File: src/rtl/serial_compare_ctrl.sv
// Bit-serial MSB-first magnitude comparator.
// One registered {p,q} cell; Zout = (A <= B).
module serial_compare_ctrl #(
  parameter int N          = 8,
  parameter int EARLY_EXIT = 0
) (
  input  logic         clk,
  input  logic         rst,
  input  logic         start,
  input  logic [N-1:0] A,
  input  logic [N-1:0] B,
  output logic         busy,
  output logic         done,
  output logic         Zout,
  output logic [1:0]   pq
);

  localparam int CW = (N > 1) ? $clog2(N) : 1;

  localparam logic [1:0] PQ_EQ = 2'b01;
  localparam logic [1:0] PQ_GT = 2'b10;
  localparam logic [1:0] PQ_LT = 2'b11;

  typedef enum logic [1:0] {
    S_IDLE,
    S_RUN,
    S_DONE
  } state_t;

  state_t r_state;
  state_t w_next;

  logic [N-1:0]  r_a;
  logic [N-1:0]  r_b;
  logic [CW-1:0] r_cnt;
  logic          r_z;
  logic [1:0]    r_pq;

  logic [1:0] w_pq_eff;
  logic [1:0] w_pq_nxt;
  logic       w_ai;
  logic       w_bi;
  logic       w_last;
  logic       w_exit;

  // Cell update from the current MSB pair; 00 behaves as "equal so far".
  always_comb begin
    w_ai     = r_a[N-1];
    w_bi     = r_b[N-1];
    w_pq_eff = (r_pq == 2'b00) ? PQ_EQ : r_pq;
    w_pq_nxt = w_pq_eff;
    if (w_pq_eff == PQ_EQ) begin
      if (w_ai == w_bi)
        w_pq_nxt = PQ_EQ;
      else if (w_ai)
        w_pq_nxt = PQ_GT;
      else
        w_pq_nxt = PQ_LT;
    end
    w_last = (r_cnt == '0);
    w_exit = w_last ||
             ((EARLY_EXIT != 0) && (w_pq_nxt != PQ_EQ));
  end

  // State register.
  always_ff @(posedge clk) begin
    if (rst)
      r_state <= S_IDLE;
    else
      r_state <= w_next;
  end

  // Next-state and handshake outputs.
  always_comb begin
    w_next = r_state;
    busy   = 1'b0;
    done   = 1'b0;
    unique case (r_state)
      S_IDLE: begin
        if (start)
          w_next = S_RUN;
      end
      S_RUN: begin
        busy = 1'b1;
        if (w_exit)
          w_next = S_DONE;
      end
      S_DONE: begin
        done   = 1'b1;
        w_next = S_IDLE;
      end
      default: w_next = S_IDLE;
    endcase
  end

  // Operand shift registers, bit counter, cell state and result.
  always_ff @(posedge clk) begin
    if (rst) begin
      r_a   <= '0;
      r_b   <= '0;
      r_cnt <= '0;
      r_z   <= 1'b0;
      r_pq  <= PQ_EQ;
    end else begin
      unique case (r_state)
        S_IDLE: begin
          if (start) begin
            r_a   <= A;
            r_b   <= B;
            r_pq  <= PQ_EQ;
            r_cnt <= CW'(N - 1);
          end
        end
        S_RUN: begin
          r_a   <= r_a << 1;
          r_b   <= r_b << 1;
          r_pq  <= w_pq_nxt;
          r_cnt <= (N == 1) ? '0 : r_cnt - CW'(1);
          if (w_exit)
            r_z <= (w_pq_nxt != PQ_GT);
        end
        default: ;
      endcase
    end
  end

  assign Zout = r_z;
  assign pq   = r_pq;

endmodule

File: config.mk
export PLATFORM = sky130hd
export DESIGN_NAME = serial_compare_ctrl
export DESIGN_NICKNAME = d
export VERILOG_FILES = /design/src/rtl/serial_compare_ctrl.sv
export SDC_FILE = /design/constraint.sdc
export NUM_CORES = 1
export LEC_CHECK = 0
export CORE_MARGIN = 2
export CORE_UTILIZATION = 40
export CTS_BUF_LIST = sky130_fd_sc_hd__clkbuf_4
export DETAILED_ROUTE_END_ITERATION = 16
export GPL_ROUTABILITY_DRIVEN = 0
export PLACE_DENSITY = 0.75
export SYNTH_ARGS = -nofsm -noshare
export SYNTH_HDL_FRONTEND = slang
export SYNTH_SLANG_ARGS = --single-unit
export TNS_END_PERCENT = 1
File: constraint.sdc
create_clock -name clk -period 1 [get_ports clk]
set_input_delay 0.2 -clock clk [delete_from_list [all_inputs] [get_ports clk]]
set_output_delay 0.2 -clock clk [all_outputs]
set_load 0.03 [all_outputs]
# Word-level counts from Yosys, hierarchy flattened
# Index checks and enable logic that the tools add are counted.
# classes
eq_ne,7
muxes,16
add_sub_neg,1
n_reduce_logical,7
# op_table
cell,n
8-bit case mux with 2 select lines,2
8-bit 2-to-1 mux,2
2-bit 2-to-1 mux,5
2-bit case mux with 2 select lines,2
2-bit inequality test (second input constant),3
3-bit case mux with 2 select lines,1
2-bit AND reduction,3
2-bit by 1-bit equality test with 1-bit output (second input constant),2
2-bit logical NOT,2
3-bit logical NOT,1
1-bit 2-to-1 mux,3
3-bit 2-to-1 mux,1
3-bit by 1-bit subtractor with 3-bit output (second input constant),1
2-bit equality test (second input constant),1
2-bit nonzero test,1
1-bit equality test,1
# totals
word_cells,37
in_bits,19
out_inout_bits,5
register_bits,24

# Longest topological paths before layout
# depth
word_depth,5
ltp_mapped,6
mapped_depth_nobuf,5

# Worst setup path after synthesis
# Ideal clock, no wire load.
# synth_path
path_type,register to output
start,register r_state[1]
end,output done
arrival_time_ps,1132
n_path_buf,1
setup_slack_ps,-332
stages_incl_launch_ff,3
cell_sequence,dfxtp_1 clkbuf_1 nor2b_1
# synth_via
elab_chain_cells,2
# synth_lines
item,line_no,rtl
"start, declared",30,state_t r_state;
"start signal, assigned",70,r_state <= w_next;
2-bit equality test,78,unique case (r_state)
1-bit 2-to-1 mux,78,
"end, declared",13,"output logic done,"
# Every way passes these cells.

# Final worst setup path
# layout_path
start,register r_state[1]
end,output busy
# layout_via
elab_chain_cells,2
# layout_lines
item,line_no,rtl
2-bit by 1-bit equality test with 1-bit output,78,
1-bit 2-to-1 mux,78,
"end, declared",12,"output logic busy,"
# Every way passes these cells.

==> metrics.log <==
[metrics] Slew HR: 0.8825
[metrics] worst reg-to-reg setup slack: -0.24 ns
[metrics] maximum buffer depth of the clock tree: 2
[metrics] Placed Instances: 194
[metrics] worst setup slack after layout: -0.2995 ns
[metrics] number of port buffers: 23
[metrics] Crit. Startpoint: r_state[1]
[metrics] Mapped Nets: 156
[metrics] worst hold slack: 0.4540 ns
[metrics] main area contributors after synthesis: dfxtp_1 39%, a211oi_2 9.2%, mux2i_1 6.6%, nor2_1 5.8%, a21oi_1 4.9%
[metrics] Chip Height: 59.26 µm
[metrics] number of violations reported at the end of detailed-routing iteration 0: 40
[metrics] number of instances in the synthesized netlist: 134
[metrics] RSZ-0062 raised after global routing: true
[metrics] most area-hungry cell type in the Yosys netlist: dfxtp_1
[metrics] worst reg2reg path startpoint: r_state[1]
[metrics] top cell types by occurrence after synthesis: 24 x dfxtp_1, 19 x nor2_1, 12 x a21oi_1
[metrics] Routed wire per std cell: 12.76 µm
[metrics] worst path arrival time: 1.10 ns
[metrics] CTS tree: done
[metrics] Seq/Total Area, Yosys: 0.3934
[metrics] required time worst endpoint: 0.80 ns
[metrics] initial core utilization: 0.4101
[metrics] total half-perimeter wirelength after legalization and detailed placement: 1.804 mm
[metrics] end of the worst register-to-register path: r_a[0]
[metrics] Tightest Hold Check Type: input pin to flop
[metrics] violated checks: negative setup slack
[metrics] Clock Skews: 0.01034 ns
[metrics] leak pwr: 0.7057 nW
[metrics] Yosys reg bits: 24
[metrics] number of library cell types mapped by synthesis: 27
[metrics] worst slew pin tran: 0.1713 ns
[metrics] share of async-settable or async-resettable flops after synthesis: 0
[metrics] Total Routing Usage GR: 0.1635
[metrics] Worst Setup Slack post-DPL: -0.5811 ns
[metrics] TritonCTS Sinks: 24
[metrics] number of failing hold endpoints at the final stage: 0
[metrics] first-pass GRT wire length: 4.457 mm
[metrics] initial antenna violation count: 0
[metrics] worst ir drop on vdd: 0.7742 mV
[metrics] number of nets at the end of the flow: 194
[metrics] CTS Root Buffer Type: clkbuf_4
[metrics] DR vias: 1045
[metrics] Floorplan Core Area: 2978 µm²
[metrics] number of buffers created by CTS: 3
[metrics] CTS HTree Levels: 1
[metrics] most frequent cell after synthesis: dfxtp_1
[metrics] grt total ovfl: 0
[metrics] kind of end point of the critical path: output pin
[metrics] final critical-path required period: 1.300 ns
[metrics] highest net fanout along the worst path: 3
[metrics] fill cell instance count of the final layout: 270
[metrics] kind of start point of the critical path: flop
[metrics] category of the critical setup timing path: flop to output pin
[metrics] overall die width: 59.26 µm
[metrics] Achievable Freq: 769.5 MHz
[metrics] Top FF cell, synth: dfxtp_1
[metrics] Final Cycle Share: 1.300
[metrics] number of enable-type register cells in the synthesized netlist: 0
[metrics] worst setup path end: busy
[metrics] number of vias per cell after detailed routing: 5.123
[metrics] non-filler cells, final: 204
[metrics] Detail Route Antenna Nets: 0
[metrics] clk slew on worst S/H paths: 0.13 ns
[metrics] Finish-stage setup viols: 28
[metrics] # diodes: 0
[metrics] FP Rows: 20
[metrics] count of unresolved DRC violations after routing: 0
[metrics] vias in the first global route: 1059
[metrics] router iterations before antenna repair: 4
[metrics] status: finished with violations
[metrics] number of cells traversed by the worst register-to-register path: 3
[metrics] max-slew violations: 0
[metrics] layout cell share with drive strength beyond 1: 0.3392
[metrics] top-level port count: 24
[metrics] total standard cell area after synthesis: 1221 µm²
[metrics] total power: 2.370 mW
[metrics] post-synth top area share: 0.3934
[metrics] pin count of the biggest net entering global routing: 25
[metrics] total detailed-routing wirelength: 2.603 mm
[metrics] Power per Cell Area: 1348 nW/µm²
[metrics] area growth from synthesis to layout: 43.96%
[metrics] latest clock arrival within the worst-skew pair: 0.30 ns
[metrics] mean cell area of the mapped netlist: 9.113 µm²
[metrics] number of synthesis warnings: 0
[metrics] reported max-cap violation count: 0
[metrics] die outline area: 3511 µm²
critical path: stages (launching register included):
cell	delay (ns)
dfxtp_2	0.37
buf_6	0.11
nand2b_4	0.14
inv_2	0.06
buf_6	0.12
final cells by class:
class	instances	area, µm²	share of cell area
clock buffer	3	22.52	0.01281
inverter	6	22.52	0.01281
timing repair buffer	43	452.9	0.2577
sequential	24	494.2	0.2811
tap	33	41.29	0.02349
multi-input combinational	94	720.7	0.4100
clock inverter	1	3.754	0.002135
where the power goes:
| group | total (mW) | switching (mW) | internal (mW) |
|---|---|---|---|
| Clock | 0.421 | 0.276 | 0.145 |
| Sequential | 1.13 | 0.0660 | 1.07 |
| Combinational | 0.815 | 0.363 | 0.452 |
| Total | 2.37 | 0.705 | 1.67 |
stage by stage:
step	util	TNS [ns]	instance area (µm²)
4_1_cts	0.5811	-4.740	1730
5_1_grt	0.5903	-6.282	1758
3_3_place_gp	0.5256	-9.411	1565
3_5_place_dp	0.5256	-10.15	1565
2_1_floorplan	-	-1.264	1237
6_report	0.5903	-4.814	1758
worst min-delay path by stage:
stage	to	start	depth (start not counted)	slack, ns
after floorplan	r_b[1]	rst	1	0.28
after global placement	r_cnt[0]	r_cnt[0]	2	0.45
after detailed placement	Zout	Zout	2	0.45
after CTS	pq[1]	start	4	0.48
after global routing	r_cnt[0]	r_cnt[0]	2	0.50
final	pq[1]	start	4	0.45
state kept, by name (all words and copies together) (netlist names):
name,flops
r_a,8
r_b,8
r_cnt,3
pq,2
r_state,2
Zout,1
kinds of logic (layout without fill, tap and decap cells):
kind of cell	Yosys count	count (layout)	synth area share
and+or+nand+nor	54	54	0.2469
AOI/OAI and AO/OA	29	29	0.1875
DFF	24	24	0.3934
buffers and inverters	16	53	0.07581
muxes	8	8	0.06558
adders and majority gates	3	3	0.03074
timing repair:
item	4_1_cts	5_1_grt
hold buffers	0	0
gates resized for setup	27	8
pin swaps	19	0
endpoints found under the setup margin	29	29
buffers inserted	6	0
per-layer routing:
| metal | global-route usage | vias to the layer above | wire length, µm |
|---|---|---|---|
| met5 | 0 | - | 0 |
| met4 | 0.04545 | 0 | 13 |
| met3 | 0.03057 | 2 | 103 |
| met2 | 0.2998 | 19 | 1309 |
| met1 | 0.1914 | 488 | 1176 |
| li1 | - | 536 | - |
placed cells by master, fill, tap and decap left out, types with 2 or more instances in the layout:
cell type	count
nor3b_1	2
buf_6	11
ha_1	2
dfxtp_4	2
nor2_1	18
nand2_1	5
or3b_4	2
buf_4	10
inv_2	2
dfxtp_1	17
or3b_1	4
nand3b_1	4
nand2b_1	8
o21ai_0	2
a211oi_2	9
mux2i_1	8
nor3_1	6
inv_1	4
clkbuf_4	3
a21oi_1	8
dfxtp_2	5
clkdlybuf4s50_1	17
buf_12	3
a21oi_2	4
Note: power is estimated with default switching activity, not from simulation.
